### src/rtl/count_display_scan_if.sv
// -----------------------------------------------------------------------------
// count_display_scan_if
// Groups the count input, blank control and display outputs of the 2-digit
// seven-segment scanner.
//   Count  : 4-bit counter value, asynchronous to the scanner clock
//   Blank  : 1 = force the display dark
//   Seg    : active-low segments, Seg[0]=a .. Seg[6]=g
//   An     : active-low anode enables, An[0]=units, An[1]=tens
//   Zero   : 1 while the displayed value is 0
// master drives Count/Blank and observes the display; slave is the scanner.
// -----------------------------------------------------------------------------
interface count_display_scan_if;
    logic [3:0] Count;
    logic       Blank;
    logic [6:0] Seg;
    logic [1:0] An;
    logic       Zero;

    modport master (output Count, Blank, input Seg, An, Zero);
    modport slave  (input Count, Blank, output Seg, An, Zero);
endinterface

### src/rtl/count_display_scan.sv
// -----------------------------------------------------------------------------
// count_display_scan
// Shows a 4-bit count (0..15) in decimal on a 2-digit multiplexed common-anode
// seven-segment display. The count is synchronised into the scan clock domain,
// the two digits are time-multiplexed with an all-off guard interval at the
// start of every slot, a leading zero in the tens digit is blanked, and the
// display blinks while the value is zero.
// Ports:
//   clk_50M : scan clock, rising edge
//   Reset   : asynchronous active-low reset
//   bus     : slave side of count_display_scan_if (Count, Blank in;
//             Seg, An, Zero out, all outputs registered)
// -----------------------------------------------------------------------------
module count_display_scan #(
    parameter int CLK_HZ   = 50_000_000,
    parameter int SCAN_HZ  = 1000,
    parameter int GUARD    = 16,
    parameter int BLINK_HZ = 2
) (
    input  logic                 clk_50M,
    input  logic                 Reset,
    count_display_scan_if.slave  bus
);

    localparam int DIV = CLK_HZ / SCAN_HZ;          // cycles per digit slot
    localparam int HB  = CLK_HZ / (2 * BLINK_HZ);   // blink half period
    localparam int PW  = (DIV > 1) ? $clog2(DIV) : 1;
    localparam int BW  = (HB  > 1) ? $clog2(HB)  : 1;

    typedef enum logic [1:0] {
        GUARD_U = 2'd0,
        UNITS   = 2'd1,
        GUARD_T = 2'd2,
        TENS    = 2'd3
    } state_t;

    // Active-low seven-segment pattern for one decimal digit.
    function automatic logic [6:0] enc(input logic [3:0] d);
        case (d)
            4'd0:    enc = 7'h40;
            4'd1:    enc = 7'h79;
            4'd2:    enc = 7'h24;
            4'd3:    enc = 7'h30;
            4'd4:    enc = 7'h19;
            4'd5:    enc = 7'h12;
            4'd6:    enc = 7'h02;
            4'd7:    enc = 7'h78;
            4'd8:    enc = 7'h00;
            4'd9:    enc = 7'h10;
            default: enc = 7'h7F;
        endcase
    endfunction

    logic [3:0]    s1_q, s2_q, held_q;
    logic [PW-1:0] presc_q;
    logic [BW-1:0] blink_cnt_q;
    logic          blink_on_q;
    state_t        state_q, state_d;
    logic [6:0]    seg_q, seg_d;
    logic [1:0]    an_q, an_d;
    logic          zero_q;

    logic          wrap;
    logic          tens;
    logic [3:0]    units;

    // -------------------------------------------------------------------------
    // Input synchroniser. held only accepts a value that both flops agree on,
    // so a multi-bit change caught mid-transition never reaches the display.
    // -------------------------------------------------------------------------
    // NOTE: sequential state uses non-blocking assignments so every flop
    // samples pre-edge values, regardless of statement order.
    always_ff @(posedge clk_50M or negedge Reset) begin
        if (!Reset) begin
            s1_q   <= 4'd0;
            s2_q   <= 4'd0;
            held_q <= 4'd0;
        end else begin
            s1_q <= bus.Count;
            s2_q <= s1_q;
            if (s2_q == s1_q) begin
                held_q <= s2_q;
            end
        end
    end

    // Decimal split: 0..15 only, so tens is a single bit.
    assign tens  = (held_q >= 4'd10);
    assign units = tens ? (held_q - 4'd10) : held_q;

    // -------------------------------------------------------------------------
    // Slot prescaler: 0..DIV-1, wrap pulse advances to the next slot.
    // -------------------------------------------------------------------------
    assign wrap = (presc_q == PW'(DIV - 1));

    always_ff @(posedge clk_50M or negedge Reset) begin
        if (!Reset) begin
            presc_q <= '0;
        end else if (wrap) begin
            presc_q <= '0;
        end else begin
            presc_q <= presc_q + PW'(1);
        end
    end

    // -------------------------------------------------------------------------
    // Blink: parked in the ON phase with a cleared counter while the value is
    // non-zero, so reaching zero always starts with a full ON half period.
    // -------------------------------------------------------------------------
    always_ff @(posedge clk_50M or negedge Reset) begin
        if (!Reset) begin
            blink_cnt_q <= '0;
            blink_on_q  <= 1'b1;
        end else if (held_q != 4'd0) begin
            blink_cnt_q <= '0;
            blink_on_q  <= 1'b1;
        end else if (blink_cnt_q == BW'(HB - 1)) begin
            blink_cnt_q <= '0;
            blink_on_q  <= ~blink_on_q;
        end else begin
            blink_cnt_q <= blink_cnt_q + BW'(1);
        end
    end

    // -------------------------------------------------------------------------
    // Scan FSM: state register.
    // -------------------------------------------------------------------------
    always_ff @(posedge clk_50M or negedge Reset) begin
        if (!Reset) begin
            state_q <= GUARD_U;
        end else begin
            state_q <= state_d;
        end
    end

    // Scan FSM: next state and the display pattern for the output register.
    // NOTE: every signal assigned here gets a default first, so no path can
    // leave one unassigned and infer a latch.
    always_comb begin
        state_d = state_q;
        an_d    = 2'b11;
        seg_d   = 7'h7F;
        case (state_q)
            GUARD_U: begin
                if (presc_q == PW'(GUARD - 1)) state_d = UNITS;
            end
            UNITS: begin
                if (wrap) state_d = GUARD_T;
                an_d  = 2'b10;
                seg_d = enc(units);
            end
            GUARD_T: begin
                if (presc_q == PW'(GUARD - 1)) state_d = TENS;
            end
            TENS: begin
                if (wrap) state_d = GUARD_U;
                // Leading-zero blanking: the tens digit only lights for 10..15.
                if (tens) begin
                    an_d  = 2'b01;
                    seg_d = enc(4'd1);
                end
            end
            default: state_d = GUARD_U;
        endcase
        // Blank and the blink OFF phase darken the display; scanning continues.
        if (bus.Blank || !blink_on_q) begin
            an_d  = 2'b11;
            seg_d = 7'h7F;
        end
    end

    // -------------------------------------------------------------------------
    // Registered outputs.
    // -------------------------------------------------------------------------
    always_ff @(posedge clk_50M or negedge Reset) begin
        if (!Reset) begin
            seg_q  <= 7'h7F;
            an_q   <= 2'b11;
            zero_q <= 1'b0;
        end else begin
            seg_q  <= seg_d;
            an_q   <= an_d;
            zero_q <= (held_q == 4'd0);
        end
    end

    assign bus.Seg  = seg_q;
    assign bus.An   = an_q;
    assign bus.Zero = zero_q;

endmodule

### src/flat_wrapper.sv
// flat-port wrapper written by rule: the top's interface ports become plain ports
module count_display_scan_flat 
#(
    parameter int CLK_HZ   = 50_000_000,
    parameter int SCAN_HZ  = 1000,
    parameter int GUARD    = 16,
    parameter int BLINK_HZ = 2
)
  (clk_50M, Reset, bus_Count, bus_Blank, bus_Seg, bus_An, bus_Zero);
  count_display_scan_if bus_i ();
  input  logic clk_50M;
  input  logic Reset;
  input wire logic [$bits(bus_i.Count)-1:0] bus_Count;
  input wire logic [$bits(bus_i.Blank)-1:0] bus_Blank;
  output wire logic [$bits(bus_i.Seg)-1:0] bus_Seg;
  output wire logic [$bits(bus_i.An)-1:0] bus_An;
  output wire logic [$bits(bus_i.Zero)-1:0] bus_Zero;
  assign bus_i.Count = bus_Count;
  assign bus_i.Blank = bus_Blank;
  assign bus_Seg = bus_i.Seg;
  assign bus_An = bus_i.An;
  assign bus_Zero = bus_i.Zero;
  count_display_scan #(.CLK_HZ(CLK_HZ), .SCAN_HZ(SCAN_HZ), .GUARD(GUARD), .BLINK_HZ(BLINK_HZ)) u_core (.clk_50M(clk_50M), .Reset(Reset), .bus(bus_i));
endmodule
### config.mk
export PLATFORM = sky130hd
export DESIGN_NAME = count_display_scan_flat
export DESIGN_NICKNAME = d
export VERILOG_FILES = /design/src/rtl/count_display_scan_if.sv /design/src/rtl/count_display_scan.sv /design/src/flat_wrapper.sv
export SDC_FILE = /design/constraint.sdc
export NUM_CORES = 1
export LEC_CHECK = 0
export CAP_MARGIN = 15
export CORE_MARGIN = 2
export CORE_UTILIZATION = 50
export CTS_BUF_LIST = sky130_fd_sc_hd__clkbuf_8 sky130_fd_sc_hd__clkbuf_16
export DETAILED_ROUTE_END_ITERATION = 10
export MAX_ROUTING_LAYER = met4
export PLACE_DENSITY = 0.68
export REMOVE_ABC_BUFFERS = 1
export SYNTH_ARGS = -nofsm -noshare
export SYNTH_HDL_FRONTEND = slang
export SYNTH_SLANG_ARGS = --single-unit
### constraint.sdc
create_clock -name clk_50M -period 6.1 [get_ports clk_50M]
set_clock_uncertainty 0.1 [all_clocks]
set_input_delay 1.22 -clock clk_50M [delete_from_list [all_inputs] [get_ports clk_50M]]
set_output_delay 1.22 -clock clk_50M [all_outputs]
set_load 0.1 [all_outputs]
==> metrics <==
first-pass GRT wire length just over 10 mm; layout cell share with drive strength beyond 1 11.38%; Top Metal Used met4; slowest cell on the critical path clkdlybuf4s50_1; CTS resizes 0; post-synth design cell area 0.003183 sq mm; Detail Placement HPWL about 3.8 mm; Startpoint Class register; GR Util All Layers a little under a fifth; area share of the largest cell type after synthesis a little over two fifths; Pre-antenna DRT Iters 4; Die Wd 83.79 microns; Worst-path clk slew 70 ps; PwrDens between 300 and 400 mW/mm^2; largest net degree at the start of global routing 66; Pleak 1.473 nW; WL met2 2.507 mm; Endpoint, Worst Hold u_core.s2_q[1]$_DFF_PN0_; unrepaired setup endpoints after global routing no; met1 wire length between 2 and 3 mm; core area between 0.006 and 0.007 sq mm; setup TNS 0 ps; drt drc 0; delay-heaviest family, CP buffers and inverters; EDFF count, synth 0; RR Endpoint u_core.state_q[1]$_DFFE_PN0P_; maximum buffer depth of the clock tree 2; achievable clock frequency 303.6 MHz; CTS root buf clkbuf_8; antenna diode count 0; H-tree levels 3; Crit Path Category reg2out; largest cells by area after synthesis dfrtp_1 (43%), dfstp_2 (8.3%), ha_1 (4.3%); Yosys cell types 43; die span in y between 80 and 90 microns; Max FO, Critical Path 1; WHS Path Cells 0; final wirelength about 5.7 mm; die area between 0.007 and 0.008 sq mm; final hold viol count 0; clock latency on the worst-skew pair 340 ps; Synth top cells by count dfrtp_1 (55), nor2_1 (28), a21oi_1 (19); Routed Antenna Nets 0; fraction of registers with async set/reset 100.0%; Initial DRC Count 90; worst min-delay path category reg2reg; crit path DAT 1970 ps; CTS Sinks 65; area grow syn2layout 14.58%; Final setup viols 0; total grt overflow 0; area taken by multi-input logic gates 0.001484 sq mm; Register Area 0.001639 sq mm; Req. time, crit path ~4800 ps; Final Core Density around three fifths; Num CTS Buffers 9; vias in the first global route 2212; Buf/Inv on CP 1; Tmin final approximately 3300 ps; post-CTS setup buffers 0; Via Count around 2300; normalized max-slew margin 35.64%; ys flop type dfrtp_1; worst-path cell chain clkdlybuf4s50_1; Rows 29; post-synth top area cell dfrtp_1; synthesis-stage register bit count between 60 and 70; CTS tree built; worst slew pin tran 962.3 ps; R2R Setup Slk just under 4000 ps; Max-cap violations 0; # hold bufs at CTS 0; Synth Instances between 300 and 400; synth warn 0; period utilization ~54%; Hold Startpoint u_core.s1_q[1]$_DFF_PN0_; initial core utilization 51.00%; Fill cells about 500; vias per cell 5.628; R2R cell count 4; most frequent cell after synthesis dfrtp_1; io pins 17; nature of the critical path endpoint primary output; Routed wire per std cell 13.97 microns; nets approximately 350; Slowest Stage Delay on Critical Path 1120 ps; initial antenna violation count 0; syn avg cell area around 10 sq um; status completed; sequential cell area fraction in the yosys report around half; reg2reg start u_core.presc_q[12]$_DFF_PN0_; Max Transition Viols Final 0; Final GP Congestion roughly 0.9; worst ir drop on vdd approximately 0.00039 V; met3 wire length 292 microns; PortBufs 16
-- power breakdown --
group / internal (mW) / switching (mW) / leakage [nW]
Clock: 0.249 / 0.159 / 0.122
Combinational: 0.107 / 0.274 / 0.524
Sequential: 0.481 / 0.0316 / 0.827
Total: 0.837 / 0.465 / 1.47
-- flip-flops by register name, summed over array words and instances (netlist names) --
register and flops:
u_core.bus.Zero 1, u_core.blink_on_q 1, u_core.held_q 4, u_core.presc_q 16, u_core.s2_q 4, u_core.state_q 2, u_core.blink_cnt_q 24, u_core.bus.An 2
u_core.s1_q 4, u_core.bus.Seg 7
-- cells in the final DEF (no fill, tap or decap), drive strengths merged, types with 2 or more instances in the layout --
master         Yosys  routed
bufinv             0       2
mux2               5       5
inv                9      11
o21ai             19      19
a21oi             19      19
nor2              28      28
nor3               7       7
dfstp             10      10
nand2             16      16
o31ai              4       4
nor4b              3       3
nor4               7       7
or4                8       8
a21boi             2       2
nand3             16      16
clkbuf             4      11
o21a               2       2
and4               4       4
xnor2             14      14
and3               4       4
or4b               2       2
buf                1       3
ha                11      11
xor2              12      12
or3               12      12
nand4             11      11
o211ai             3       3
nand3b             3       3
dfrtp             55      55
clkdlybuf4s50      0      15
nand2b             5       5
-- area by class of cell --
type                            count  share of cell area (%)
Sequential cell                    65                   44.94
Clock buffer                       11                   4.151
Inverter                            9                  0.9262
Timing Repair Buffer               18                   4.666
Clock inverter                      5                   1.990
Multi-Input combinational cell    226                   40.69
Tap cell                           77                   2.642
-- worst max-delay path by stage --
stage,start,endpoint,slack (ps),depth (start not counted)
2_1_floorplan,u_core.bus.Zero$_DFF_PN0_,bus_Zero,3900,0
3_3_place_gp,u_core.bus.Seg[0]$_DFF_PN1_,bus_Seg[0],3170,1
3_5_place_dp,u_core.bus.Seg[3]$_DFF_PN1_,bus_Seg[3],3160,1
4_1_cts,u_core.bus.Seg[3]$_DFF_PN1_,bus_Seg[3],2780,1
5_1_grt,u_core.bus.An[1]$_DFF_PN1_,bus_An[1],2760,1
6_report,u_core.bus.Seg[4]$_DFF_PN1_,bus_Seg[4],2810,1
-- per-stage QoR --
step	worst slack, ps	hold slack [ps]	instances	instance area, sq um	power (mW)
global route	2759	318.4	411	3647	1.369
detailed placement	3163	285.4	395	3423	0.9013
global placement	3168	298.4	395	3423	0.8982
floorplan	3897	272.9	300	3157	0.8114
finish	2806	312.8	411	3647	1.302
CTS	2781	314.9	411	3647	1.316
-- layer usage --
| layer | vias up | global-route usage [%] |
|---|---|---|
| li1 | 1158 | - |
| met1 | 1090 | 25.65 |
| met2 | 51 | 26.47 |
| met3 | 14 | 4.847 |
| met4 | 0 | 9.531 |
| met5 | - | - |
-- kinds of logic after synthesis --
family,after synthesis,share of synthesized area [%]
xor gates and xnor gates,26,7.154
DFF,65,51.49
AOI/OAI and AO/OA,53,9.630
buffers and inverters,14,1.887
muxes,5,1.887
adders and majority gates,11,4.324
and+or+nand+nor,131,23.62
No activity file was read; power rests on OpenSTA's default activity.
